### src/rtl/stack_call_ctrl.sv
// Call/return sequencer for the 8-bit hardware stack: pushes PC+1 and jumps on CALL,
// pops and reloads the PC on RET, tracking depth so over/underflow never reach the stack.
module stack_call_ctrl #(
   parameter int DEPTH  = 16,
   parameter int RD_LAT = 1
) (
   input  logic       clk,
   input  logic       rst,
   input  logic       call,
   input  logic       ret,
   input  logic [7:0] target,
   input  logic [7:0] pc,
   input  logic       clr_err,
   output logic       stk_push,
   output logic       stk_pop,
   output logic [7:0] stk_value,
   input  logic [7:0] stk_data,
   output logic       pc_load,
   output logic [7:0] pc_next,
   output logic       busy,
   output logic [7:0] depth,
   output logic       overflow,
   output logic       underflow
);

   localparam logic [2:0] S_IDLE = 3'd0;
   localparam logic [2:0] S_PUSH = 3'd1;
   localparam logic [2:0] S_POP  = 3'd2;
   localparam logic [2:0] S_WAIT = 3'd3;
   localparam logic [2:0] S_LOAD = 3'd4;

   localparam logic [7:0] DEPTH_MAX = 8'(DEPTH);
   localparam logic [2:0] LAT       = 3'(RD_LAT);

   logic [2:0] r_state;
   logic [7:0] r_ret_addr;
   logic [7:0] r_target;
   logic [2:0] r_cnt;
   logic [7:0] r_pop_data;
   logic       r_ovf_evt;
   logic       r_unf_evt;

   logic       r_stk_push;
   logic       r_stk_pop;
   logic [7:0] r_stk_value;
   logic       r_pc_load;
   logic [7:0] r_pc_next;
   logic       r_busy;
   logic [7:0] r_depth;
   logic       r_overflow;
   logic       r_underflow;

   logic w_call_req;
   logic w_ret_req;

   // Simultaneous call and ret cancel each other out.
   assign w_call_req = call && !ret;
   assign w_ret_req  = ret && !call;

   always_ff @(posedge clk or posedge rst) begin
      if (rst) begin
         r_state     <= S_IDLE;
         r_ret_addr  <= 8'h00;
         r_target    <= 8'h00;
         r_cnt       <= 3'd0;
         r_pop_data  <= 8'h00;
         r_ovf_evt   <= 1'b0;
         r_unf_evt   <= 1'b0;
         r_stk_push  <= 1'b0;
         r_stk_pop   <= 1'b0;
         r_stk_value <= 8'h00;
         r_pc_load   <= 1'b0;
         r_pc_next   <= 8'h00;
         r_busy      <= 1'b0;
         r_depth     <= 8'h00;
      end else begin
         r_stk_push <= 1'b0;
         r_stk_pop  <= 1'b0;
         r_pc_load  <= 1'b0;
         r_ovf_evt  <= 1'b0;
         r_unf_evt  <= 1'b0;
         r_busy     <= (r_state != S_IDLE);
         case (r_state)
            S_IDLE: begin
               if (w_call_req) begin
                  if (r_depth < DEPTH_MAX) begin
                     r_ret_addr <= pc + 8'd1;
                     r_target   <= target;
                     r_state    <= S_PUSH;
                  end else begin
                     r_ovf_evt <= 1'b1;
                  end
               end else if (w_ret_req) begin
                  if (r_depth != 8'h00) begin
                     r_state <= S_POP;
                  end else begin
                     r_unf_evt <= 1'b1;
                  end
               end
            end
            S_PUSH: begin
               r_stk_push  <= 1'b1;
               r_stk_value <= r_ret_addr;
               r_pc_load   <= 1'b1;
               r_pc_next   <= r_target;
               r_depth     <= r_depth + 8'd1;
               r_state     <= S_IDLE;
            end
            S_POP: begin
               r_stk_pop <= 1'b1;
               r_depth   <= r_depth - 8'd1;
               r_cnt     <= LAT;
               r_state   <= S_WAIT;
            end
            S_WAIT: begin
               // The counter value 1 marks the edge at which the stack data is valid.
               if (r_cnt == 3'd1) begin
                  r_pop_data <= stk_data;
                  r_state    <= S_LOAD;
               end else begin
                  r_cnt <= r_cnt - 3'd1;
               end
            end
            S_LOAD: begin
               r_pc_load <= 1'b1;
               r_pc_next <= r_pop_data;
               r_state   <= S_IDLE;
            end
            default: r_state <= S_IDLE;
         endcase
      end
   end

   // Flags rise one edge after the rejected request; a new error beats clr_err.
   always_ff @(posedge clk or posedge rst) begin
      if (rst) begin
         r_overflow  <= 1'b0;
         r_underflow <= 1'b0;
      end else begin
         if (r_ovf_evt) begin
            r_overflow <= 1'b1;
         end else if (clr_err) begin
            r_overflow <= 1'b0;
         end
         if (r_unf_evt) begin
            r_underflow <= 1'b1;
         end else if (clr_err) begin
            r_underflow <= 1'b0;
         end
      end
   end

   assign stk_push  = r_stk_push;
   assign stk_pop   = r_stk_pop;
   assign stk_value = r_stk_value;
   assign pc_load   = r_pc_load;
   assign pc_next   = r_pc_next;
   assign busy      = r_busy;
   assign depth     = r_depth;
   assign overflow  = r_overflow;
   assign underflow = r_underflow;

endmodule
### config.mk
export PLATFORM = sky130hd
export DESIGN_NAME = stack_call_ctrl
export DESIGN_NICKNAME = d
export VERILOG_FILES = /design/src/rtl/stack_call_ctrl.sv
export SDC_FILE = /design/constraint.sdc
export NUM_CORES = 1
export LEC_CHECK = 0
export BUFFER_PORTS_ARGS = -buffer_cell sky130_fd_sc_hd__buf_2
export CAP_MARGIN = 20
export CORE_MARGIN = 1
export CORE_UTILIZATION = 49
export CTS_CLUSTER_SIZE = 8
export DETAILED_ROUTE_END_ITERATION = 10
export PLACE_DENSITY = 0.77
export SYNTH_ARGS = -nofsm -noshare
export SYNTH_HDL_FRONTEND = slang
export SYNTH_SLANG_ARGS = --single-unit
### constraint.sdc
create_clock -name clk -period 2.5 [get_ports clk]
set_input_delay 0.25 -clock clk [delete_from_list [all_inputs] [get_ports clk]]
set_output_delay 0.25 -clock clk [all_outputs]
set_load 0.05 [all_outputs]
==> out/results.tsv, run 1 <==
stage	metric	value	unit
sta	drv_slew	0	
synth	synth.distinct_cells	39	
floorplan	die_h	78.57	µm
global_routing	grtUsageTotal	21.13	%
power	power_frac_comb	47.4	%
synth	yosys_most_used_dff	dfrtp_1	
critical_path	critical_path.top_delay_family	compound AO/OA/AOI/OAI gates	
global_routing	overflow	0	
cts	ctsLongestPathBuffers	2	
synth	synth_nets	306	
sta	setup_tns	0	ps
critical_path	worstPathArrival	2540	ps
cells_and_area	drive_above_1_share	30.77	%
drt	drtAntennaViolNets	0	
synth	yosys.area_share.simple	12.63	%
drt	routed_wl	5784	µm
sta	hold_violations	0	
critical_path	cp_slowest_cell	dfrtp_1	
synth	synth_compound_area_share	13.11	%
sta	tightestPinTransition	543.3	ps
cts	cts_root_buffer	clkbuf_8	
global_routing	grt_pass1_vias	2083	
power	power_frac_seq	32.4	%
placement	gp_congestion	0.7847	
drt	drt-initial-drc-count	116	
cts	cts_buffers	9	
sta	rsz0062_at_grt	no	
cells_and_area	design_area	3510	µm²
cells_and_area	multiInputGateArea	1225	µm²
synth	synth_seq_area_share	54.01	%
outcome	status	complete, no violations	
cts	cts_tree	yes	
critical_path	critPathKind	register to register	
cells_and_area	fillers	448	
synth	synth_top_area_cell	dfrtp_1	
floorplan	initial_core_util	51.54	%
cells_and_area	regArea	1551	µm²
synth	yosysTopAreaCellShare	54.01	%
synth	synth.area.top_cells	dfrtp_1, nand2_1, ha_1	
power	p_switching	2.388	mW
power	leakage	1.753	nW
cts	numClockSinks	62	
placement	post-place-cells	393	
drt	via_per_inst	5.185	
global_routing	grt_max_degree	24	
sta	period_share	91.66	%
synth	synthMuxAreaShare	7.448	%
cts	h-tree-depth	3	
critical_path	worstSetupStartpointType	register	
cells_and_area	antenna_cells	0	
global_routing	grt_pass1_wl	9722	µm
drt	dr.pass1.iters	4	
synth	yosysMostFrequentCell	dfrtp_1	
drt	drc	0	
cells_and_area	stdcell_count	410	
critical_path	slowest_delay	390	ps
power	power_density	1545	nW/µm²
critical_path	worstPathRequired	2750	ps
drt	wl_per_cell	14.11	µm
synth	post_synth_xor_area_fraction	3.963	%
synth	synthCells	265	
synth	ys_ff_latch	62	
sta	max_freq	0.4364	GHz
critical_path	crit_chain	inv_2 -> nand3b_1 -> inv_2 -> ha_1 -> nor2b_1 -> o31a_1 -> o21a_1 -> o21a_1 -> o31ai_1	
sta	setup_viol	0	
floorplan	rows	27	
synth	synthArstFlopShare	100.0	%
synth	synth-edff-count	0	
cells_and_area	nets	374	
power	power.share.switching	44.05	%
cts	clkTransAtPathRegs	70	ps
placement	place_area	3251	µm²
synth	synth_warnings	0	
sta	fin_crit	2292	ps
sta	skew	11.87	ps
power	clkPwrFrac	20.2	%
critical_path	path_max_fanout	9	
synth	avgSynthCellArea	10.84	µm²
critical_path	crit_path_end_kind	register	
critical_path	crit_buf_inv	2	
sta	relSlewSlack	63.65	%
floorplan	die_width	78.57	µm
job	cap_violations	0	
floorplan	fp.coreArea	5574	µm²
cells_and_area	area_growth	22.17	%
cts	clk_latency	350	ps
global_routing	grt_antenna_before_repair	0	
placement	dp_hpwl	4148	µm
synth	synth_top_family_by_area	compound AO/OA/AOI/OAI gates	
floorplan	io_pins	59	
placement	port_buffers	58	
synth	syn_area	2873	µm²
synth	yosys-top-cells-count	dfrtp_1, nand2_1, a21oi_1, nor2_1, o22ai_1	
synth	synth_adder_area_share	5.488	%
floorplan	die_area	6173	µm²
drt	vias	2126	
hold_path	hp-class	primary input to register	
power	irDropWorstVdd	783.1	µV
power	p_total	5.422	mW
power	intPower	3.034	mW
## repair_timing
action / CTS / global route
hold endpoints to repair: 19 / 0
gates resized for setup: 0 / 1
hold buffers: 1 / 0
setup endpoints to repair: 0 / 1
buffers inserted: 0 / 0
## worst reg2reg max path: stages (launching register included)
cell and delay, ps:
dfrtp_1 390, inv_2 150, nand3b_1 200, inv_2 190, ha_1 290, nor2b_1 150
o31a_1 250, o21a_1 180, o21a_1 170, o31ai_1 220
## area by class of cell
type,instances,share of cell area [%]
clock buffers,13,4.528
flip-flops and latches,62,44.21
clock inverters,3,2.567
inverters,13,1.390
repair buffers,65,9.840
well taps,72,2.567
multi-input cells,182,34.90
## metrics by stage
step	setup slack [ps]	hold slack [ps]	utilization [%]
floorplan	168.1	361.8	-
finish	208.4	128.0	62.96
global placement	241.8	279.3	58.32
global route	52.79	124.6	62.96
CTS	144.9	122.6	62.96
detailed placement	175.0	273.1	58.32
## cell families (layout without fill, tap and decap cells)
group           after synthesis  count (layout)
fa+ha+maj                    12              12
mux                          17              17
simple gates                 76              76
compound gates               64              64
flops                        62              62
buf+inv                      21              94
xor+xnor                     13              13
## flip-flops by register name (all words and copies together), names as in the netlist, 3 cells and up
signal and flops:
r_state 3, r_ret_addr 8, stk_value 8, r_cnt 3, depth 8, r_target 8, r_pop_data 8, pc_next 8
## power by group through the flow
stage	Sequential (mW)	Combinational, mW	Clock [mW]
global route	1.82	2.80	1.15
finish	1.76	2.57	1.10
CTS	1.75	2.58	1.11
floorplan	2.43	1.31	0
global placement	1.75	2.50	0
detailed placement	1.77	2.57	0
## routing by layer
| layer | vias up | GRT usage [%] | wire [µm] |
|---|---|---|---|
| met3 | 14 | 5.814 | 216 |
| met4 | 0 | 11.67 | 149 |
| li1 | 1051 | - | - |
| met2 | 45 | 32.26 | 2821 |
| met5 | - | 0 | 0 |
| met1 | 1016 | 27.11 | 2596 |
## path summary, 6_finish.rpt
check,startpoint,to,slack (ps),depth (start not counted)
max in group asynchronous,rst,r_cnt[1],1420,4
min,pc[0],r_ret_addr[0],130,2
min in group asynchronous,rst,r_ret_addr[0],450,3
min reg2reg,r_unf_evt,underflow,420,1
max,r_state[0],depth[6],210,9
max reg2reg,r_state[0],depth[6],210,9
## cells in the final DEF, fill, tap and decap left out, types with 2 or more instances in the layout
cell        n
ha_1       11
inv_2       3
o22ai_1    15
buf_2      58
buf_4       6
nand2_1    41
mux2_4      6
o21ai_1     4
inv_1      10
nand3b_1    3
dfrtp_1    62
xor2_1      6
bufinv_16   3
nand3_1     4
nand2b_1    2
clkbuf_1    2
o21ai_0    14
clkbuf_8   11
nor2_1     16
a21oi_1    16
a211oi_1    2
o21a_1      4
xnor2_1     7
mux2_2     11
nor2_2      2
a21o_1      4
Note: power is estimated with default switching activity, not from simulation.
==> inputs of run 2 (changes only) <==
--- a/config.mk
+++ b/config.mk
@@ -8,10 +8,12 @@
 export BUFFER_PORTS_ARGS = -buffer_cell sky130_fd_sc_hd__buf_2
 export CAP_MARGIN = 20
 export CORE_MARGIN = 1
-export CORE_UTILIZATION = 49
+export CORE_UTILIZATION = 44
 export CTS_CLUSTER_SIZE = 8
 export DETAILED_ROUTE_END_ITERATION = 10
-export PLACE_DENSITY = 0.77
+export PLACE_DENSITY = 0.71
+export RECOVER_POWER = 50
+export SKIP_CTS_REPAIR_TIMING = 1
 export SYNTH_ARGS = -nofsm -noshare
 export SYNTH_HDL_FRONTEND = slang
 export SYNTH_SLANG_ARGS = --single-unit
==> run 2 against run 1 <==
  * Die area increased by 11%
  * Count of clock-buffer cells in the layout shrank 2
  * Highest routed layer unchanged
  * Critical path depth unchanged
==> out/results.tsv, run 2 (synthesized netlist as in run 1, its figures left out) <==
stage	metric	value	unit	change
power	irDropWorstVdd	693.9	µV	-11%
drt	drt-initial-drc-count	105		-9.5%
floorplan	rows	29		+7.4%
power	p_switching	2.403	mW	+0.61%
cells_and_area	layout_commonest_cell	dfrtp_1		
outcome	status	complete, no violations		
cells_and_area	nets	372		-0.53%
power	clkPwrFrac	15.4	%	-4.8 points
sta	tightestPinTransition	1116	ps	+573.1 ps
drt	drtAntennaViolNets	0		unchanged
sta	fin_crit	2320	ps	+28.67 ps
global_routing	overflow	0		unchanged
cells_and_area	area_growth	18.51	%	
critical_path	path_max_fanout	9		unchanged
power	leakage	1.662	nW	-5.2%
sta	setup_viol	0		unchanged
global_routing	grtUsageTotal	18.53	%	-2.6 points
critical_path	worstSetupStartpointType	register		
power	power_frac_comb	50.0	%	+2.6 points
cells_and_area	fillers	579		+29%
drt	routed_wl	5741	µm	-0.74%
sta	skew	8.824	ps	-3.046 ps
cts	ctsLongestPathBuffers	2		unchanged
sta	hold_violations	0		unchanged
sta	max_freq	0.4310	GHz	-1.2%
cts	numClockSinks	62		unchanged
sta	rsz0062_at_grt	no		
floorplan	fp.coreArea	6314	µm²	+13%
cts	clk_latency	340	ps	about the same
sta	setup_tns	0	ps	unchanged
drt	via_per_inst	5.087		-1.9%
critical_path	crit_path_end_kind	register		
power	power_frac_seq	34.6	%	+2.2 points
drt	wl_per_cell	13.90	µm	-1.5%
hold_path	hp-class	primary input to register		
power	p_total	5.077	mW	-6.3%
floorplan	io_pins	59		unchanged
power	power_density	1491	nW/µm²	-3.5%
drt	vias	2101		-1.2%
floorplan	die_width	82.80	µm	+5.4%
cts	cts_buffers	9		unchanged
global_routing	grt_pass1_wl	9894	µm	+1.8%
floorplan	die_h	82.80	µm	+5.4%
drt	drc	0		unchanged
placement	dp_hpwl	4090	µm	-1.4%
cells_and_area	antenna_cells	0		unchanged
critical_path	critPathKind	register to register		
sta	drv_slew	0		unchanged
cts	cts_root_buffer	clkbuf_8		
placement	gp_congestion	0.8574		+9.3%
placement	port_buffers	58		unchanged
global_routing	grt_antenna_before_repair	0		unchanged
sta	relSlewSlack	25.49	%	-38 points
cts	clkTransAtPathRegs	70	ps	about the same
power	intPower	2.675	mW	-12%
global_routing	grt_pass1_vias	2106		+1.1%
cts	h-tree-depth	3		unchanged
floorplan	die_area	6856	µm²	+11%
cts	cts_tree	yes		
placement	post-place-cells	397		+1.0%
cells_and_area	stdcell_count	413		+0.73%
critical_path	worstPathRequired	2740	ps	about the same
cells_and_area	fin_util	53.92	%	-9.0 points
global_routing	grt_max_degree	33		+38%
power	power.share.switching	47.32	%	+3.3 points
sta	period_share	92.81	%	+1.1 points
cells_and_area	drive_above_1_share	26.79	%	-4.0 points
drt	dr.pass1.iters	4		unchanged
cells_and_area	mostFrequentLayoutCells	dfrtp_1, buf_2, nand2_1		
critical_path	worstPathArrival	2560	ps	+20 ps
job	cap_violations	0		unchanged
floorplan	initial_core_util	45.50	%	-6.0 points
-- run 2: cell type report --
type	instances	area, µm²	share of cell area, %
inverter	13	48.80	1.433
clock inverter	5	35.03	1.029
tap	77	96.34	2.830
clock buffer	11	141.4	4.153
sequential	62	1551	45.57
timing repair buffer	63	306.5	9.004
multi-input combinational	182	1225	35.98
-- run 2: critical path, cell delays in order, from the launching register on --
cell	delay, ps
dfrtp_1	400
inv_2	150
nand3b_1	210
inv_2	180
ha_1	290
nor2b_1	160
o31a_1	250
o21a_1	180
o21a_1	160
o31ai_1	240
-- run 2: path summary, 6_finish.rpt --
kind,startpoint,to,slack (ps),depth (start not counted)
min in group asynchronous,rst,stk_value[6],180,2
setup / recovery,r_state[0],depth[6],180,9
max in group asynchronous,rst,stk_pop,920,3
hold / removal,target[4],r_target[4],130,2
hold reg to reg,r_ovf_evt,overflow,430,1
setup reg to reg,r_state[0],depth[6],180,9
-- run 2: power groups by stage --
stage	logic, mW	clock network, mW	registers [mW]
6_report	2.54	0.783	1.76
5_1_grt	2.80	0.857	1.81
4_1_cts	2.58	0.800	1.75
3_5_place_dp	2.57	0	1.77
3_3_place_gp	2.51	0	1.76
2_1_floorplan	1.31	0	2.43
-- run 2: metrics by stage --
| stage | setup WS, ps | instance area (µm²) | hold slack, ps |
|---|---|---|---|
| after floorplan | 168.1 | 2873 | 361.8 |
| after global placement | 242.6 | 3262 | 379.1 |
| after detailed placement | 135.1 | 3262 | 381.5 |
| after CTS | 110.8 | 3438 | 6.281 |
| after global routing | 31.77 | 3405 | 111.2 |
| final | 179.7 | 3405 | 130.9 |
-- run 2: layer usage --
| metal | vias to the layer above | global-route usage [%] | share of wire [%] | wire (µm) |
|---|---|---|---|---|
| li1 | 1052 | - | - | - |
| met1 | 988 | 24.37 | 46 | 2642 |
| met2 | 49 | 28.46 | 47 | 2694 |
| met3 | 12 | 4.871 | 4.4 | 251 |
| met4 | 0 | 9.248 | 2.7 | 153 |
| met5 | - | 0 | 0 | 0 |
==> inputs of run 3 (changes only) <==
--- a/config.mk
+++ b/config.mk
@@ -5,10 +5,11 @@
 export SDC_FILE = /design/constraint.sdc
 export NUM_CORES = 1
 export LEC_CHECK = 0
+export ABC_AREA = 1
 export BUFFER_PORTS_ARGS = -buffer_cell sky130_fd_sc_hd__buf_2
-export CAP_MARGIN = 20
 export CORE_MARGIN = 1
 export CORE_UTILIZATION = 44
+export CTS_CLUSTER_DIAMETER = 100
 export CTS_CLUSTER_SIZE = 8
 export DETAILED_ROUTE_END_ITERATION = 10
 export PLACE_DENSITY = 0.71
==> run 3 against run 2 <==
  * Highest routed layer unchanged
  * Utilization is 0.21 points lower
  * Via count up 12%
  * Count of clock-buffer cells in the layout is 2 higher
  * Maximum frequency is 6.2% higher
  * The flow now finishes with violations (design-rule violations)
  * Clock power rose by 13%
==> out/results.tsv, run 3 <==
stage	metric	value	unit	change
power	intPower	2.690	mW	+0.57%
drt	drt-initial-drc-count	101		-3.8%
synth	synth_warnings	0		unchanged
hold_path	hp-class	primary input to register		
cts	clk_latency	330	ps	about the same
placement	post-place-cells	467		+18%
synth	avgSynthCellArea	8.826	µm²	-19%
power	p_total	5.198	mW	+2.4%
global_routing	grt_antenna_before_repair	0		unchanged
floorplan	die_area	7031	µm²	+2.6%
drt	wl_per_cell	12.06	µm	-13%
critical_path	cp_slowest_cell	dfrtp_1		
placement	gp_congestion	0.7924		-7.6%
drt	drtAntennaViolNets	0		unchanged
sta	fin_crit	2184	ps	-136.5 ps
floorplan	rows	29		unchanged
power	clkPwrFrac	17.1	%	+1.7 points
power	irDropWorstVdd	646.3	µV	-6.9%
floorplan	fp.coreArea	6422	µm²	+1.7%
sta	rsz0062_at_grt	no		
drt	via_per_inst	4.880		-4.1%
cells_and_area	stdcell_count	484		+17%
synth	synth-edff-count	0		unchanged
global_routing	grt_max_degree	26		-21%
power	power_frac_seq	33.1	%	-1.5 points
cts	cts_root_buffer	clkbuf_8		
power	power.share.switching	48.25	%	+0.93 points
global_routing	overflow	0		unchanged
placement	dp_hpwl	4116	µm	+0.62%
critical_path	crit_path_end_kind	register		
job	cap_violations	0		unchanged
sta	period_share	87.35	%	-5.5 points
critical_path	worstPathRequired	2720	ps	-20 ps
critical_path	worstSetupStartpointType	register		
cells_and_area	design_area	3450	µm²	+1.3%
synth	yosys_most_used_dff	dfrtp_1		
synth	yosysTopAreaCellShare	52.63	%	-1.4 points
synth	yosysMostFrequentCell	nand2_1		
floorplan	die_h	83.85	µm	+1.3%
critical_path	path_common_cell	nand2_1		
power	leakage	1.832	nW	+10%
outcome	violations	design-rule violations		
critical_path	worstPathArrival	2410	ps	-150 ps
cts	clkTransAtPathRegs	60	ps	about the same
synth	synthArstFlopShare	100.0	%	unchanged
drt	dr.pass1.iters	7		+3
sta	setup_ws	316.2	ps	+136.5 ps
cells_and_area	layout_commonest_cell	nand2_1		
cts	numClockSinks	62		unchanged
cells_and_area	antenna_cells	0		unchanged
sta	setup_viol	0		unchanged
outcome	status	finished, violations left		
sta	drv_slew	0		unchanged
critical_path	path_max_fanout	8		-1
cells_and_area	area_growth	17.02	%	
synth	synth_nets	375		+23%
drt	vias	2362		+12%
sta	relSlewSlack	42.49	%	+17 points
placement	port_buffers	58		unchanged
floorplan	initial_core_util	45.90	%	+0.40 points
sta	hold_violations	0		unchanged
cts	h-tree-depth	3		unchanged
cells_and_area	mostFrequentLayoutCells	nand2_1, dfrtp_1, inv_1		
critical_path	crit_chain	inv_2 -> nand3_1 -> inv_1 -> ha_1 -> or2_2 -> nand3_1 -> nand2_1 -> nand2_1 -> nand2_1 -> nand2_1 -> nand2_1		
drt	drc	10		+10
synth	synth.area.top_cells	dfrtp_1, nand2_1, inv_1		
sta	max_freq	0.4579	GHz	+6.2%
synth	synth_top_area_cell	dfrtp_1		
sta	skew	3.721	ps	-5.104 ps
synth	synth_seq_area_share	52.63	%	-1.4 points
cells_and_area	drive_above_1_share	17.20	%	-9.6 points
synth	syn_area	2948	µm²	+2.6%
cells_and_area	fin_util	53.71	%	-0.21 points
cts	cts_buffers	9		unchanged
critical_path	slowest_delay	400	ps	about the same
power	power_density	1507	nW/µm²	+1.0%
drt	routed_wl	5837	µm	+1.7%
critical_path	critPathKind	register to register		
synth	synthCells	334		+26%
power	p_switching	2.508	mW	+4.4%
global_routing	grt_pass1_vias	2249		+6.8%
floorplan	io_pins	59		unchanged
synth	synth.distinct_cells	27		-31%
synth	yosys-top-cells-count	nand2_1, dfrtp_1, inv_1, o21ai_0, nand3_1		
sta	hold_slack	118.0	ps	-12.98 ps
cts	cts_tree	yes		
sta	setup_tns	0	ps	unchanged
cts	ctsLongestPathBuffers	2		unchanged
synth	ys_ff_latch	62		unchanged
global_routing	grtUsageTotal	18.66	%	+0.12 points
power	power_frac_comb	49.8	%	-0.2 points
global_routing	grt_pass1_wl	10270	µm	+3.8%
placement	place_area	3308	µm²	+1.4%
placement	place_ws	446.9	ps	+311.8 ps
floorplan	die_width	83.85	µm	+1.3%
sta	tightestPinTransition	861.6	ps	-254.8 ps
cells_and_area	nets	443		+19%
==> run 3: cell count changes in the layout (fill, tap and decap cells not counted), moves of 6 or more <==
| cell | previous run | this run |
|---|---|---|
| buf_2 | 46 | 36 |
| o21ai_0 | 14 | 22 |
| o22ai_1 | 15 | 9 |
| nand3_1 | 4 | 20 |
| nand2_1 | 41 | 98 |
| clkbuf_1 | 14 | 24 |
| mux2_2 | 11 | 0 |
| mux2_4 | 6 | 0 |
| inv_1 | 11 | 44 |
| xnor2_1 | 7 | 0 |
==> run 3: power groups by stage <==
stage / clock [mW] / combinational (mW) / sequential (mW)
detailed placement: 0 / 2.66 / 1.74
global route: 0.952 / 2.89 / 1.77
finish: 0.888 / 2.59 / 1.72
floorplan: 0 / 1.37 / 2.45
CTS: 0.912 / 2.69 / 1.72
global placement: 0 / 2.61 / 1.73
==> run 3: metal layers <==
layer	global-route usage, %	part of all wire (%)	up-vias	wire length, µm
li1	-	-	1203	-
met1	24.55	47	1088	2764
met2	30.10	48	64	2780
met3	4.253	4.3	7	252
met4	7.053	0.67	0	39
met5	0	0	-	0
==> run 3: kinds of logic after synthesis <==
group | share of synthesized area, %
AND/OR/NAND/NOR | 23.13
flip-flops | 52.63
AO/OA/AOI/OAI | 10.19
buffers and inverters | 7.513
adder cells (fa/ha/maj) | 5.348
XOR/XNOR | 1.188
==> run 3: layout make-up <==
| type | count | area, µm² |
|---|---|---|
| flip-flops and latches | 62 | 1551 |
| well taps | 77 | 96.34 |
| repair buffers | 61 | 282.8 |
| fillers | 614 | 2973 |
| multi-input cells | 220 | 1137 |
| clock inverters | 3 | 42.54 |
| inverters | 48 | 180.2 |
| clock buffers | 13 | 158.9 |
==> run 3: path summary, 6_finish.rpt <==
| check | end | slack (ps) | cells past startpoint | startpoint |
|---|---|---|---|---|
| setup / recovery | depth[7] | 320 | 11 | r_state[2] |
| hold / removal | overflow | 120 | 2 | clr_err |
| setup reg to reg | depth[7] | 320 | 11 | r_state[2] |
| hold reg to reg | overflow | 450 | 1 | r_ovf_evt |
| max in group asynchronous | pc_next[7] | 850 | 4 | rst |
| min in group asynchronous | depth[3] | 640 | 3 | rst |
==> run 3: critical path, delay by kind of cell, from the launching register on <==
kind	cells	cell delay, ps
DFF	1	400
adders and majority gates	1	310
buffers and inverters	2	410
and+or+nand+nor	8	980
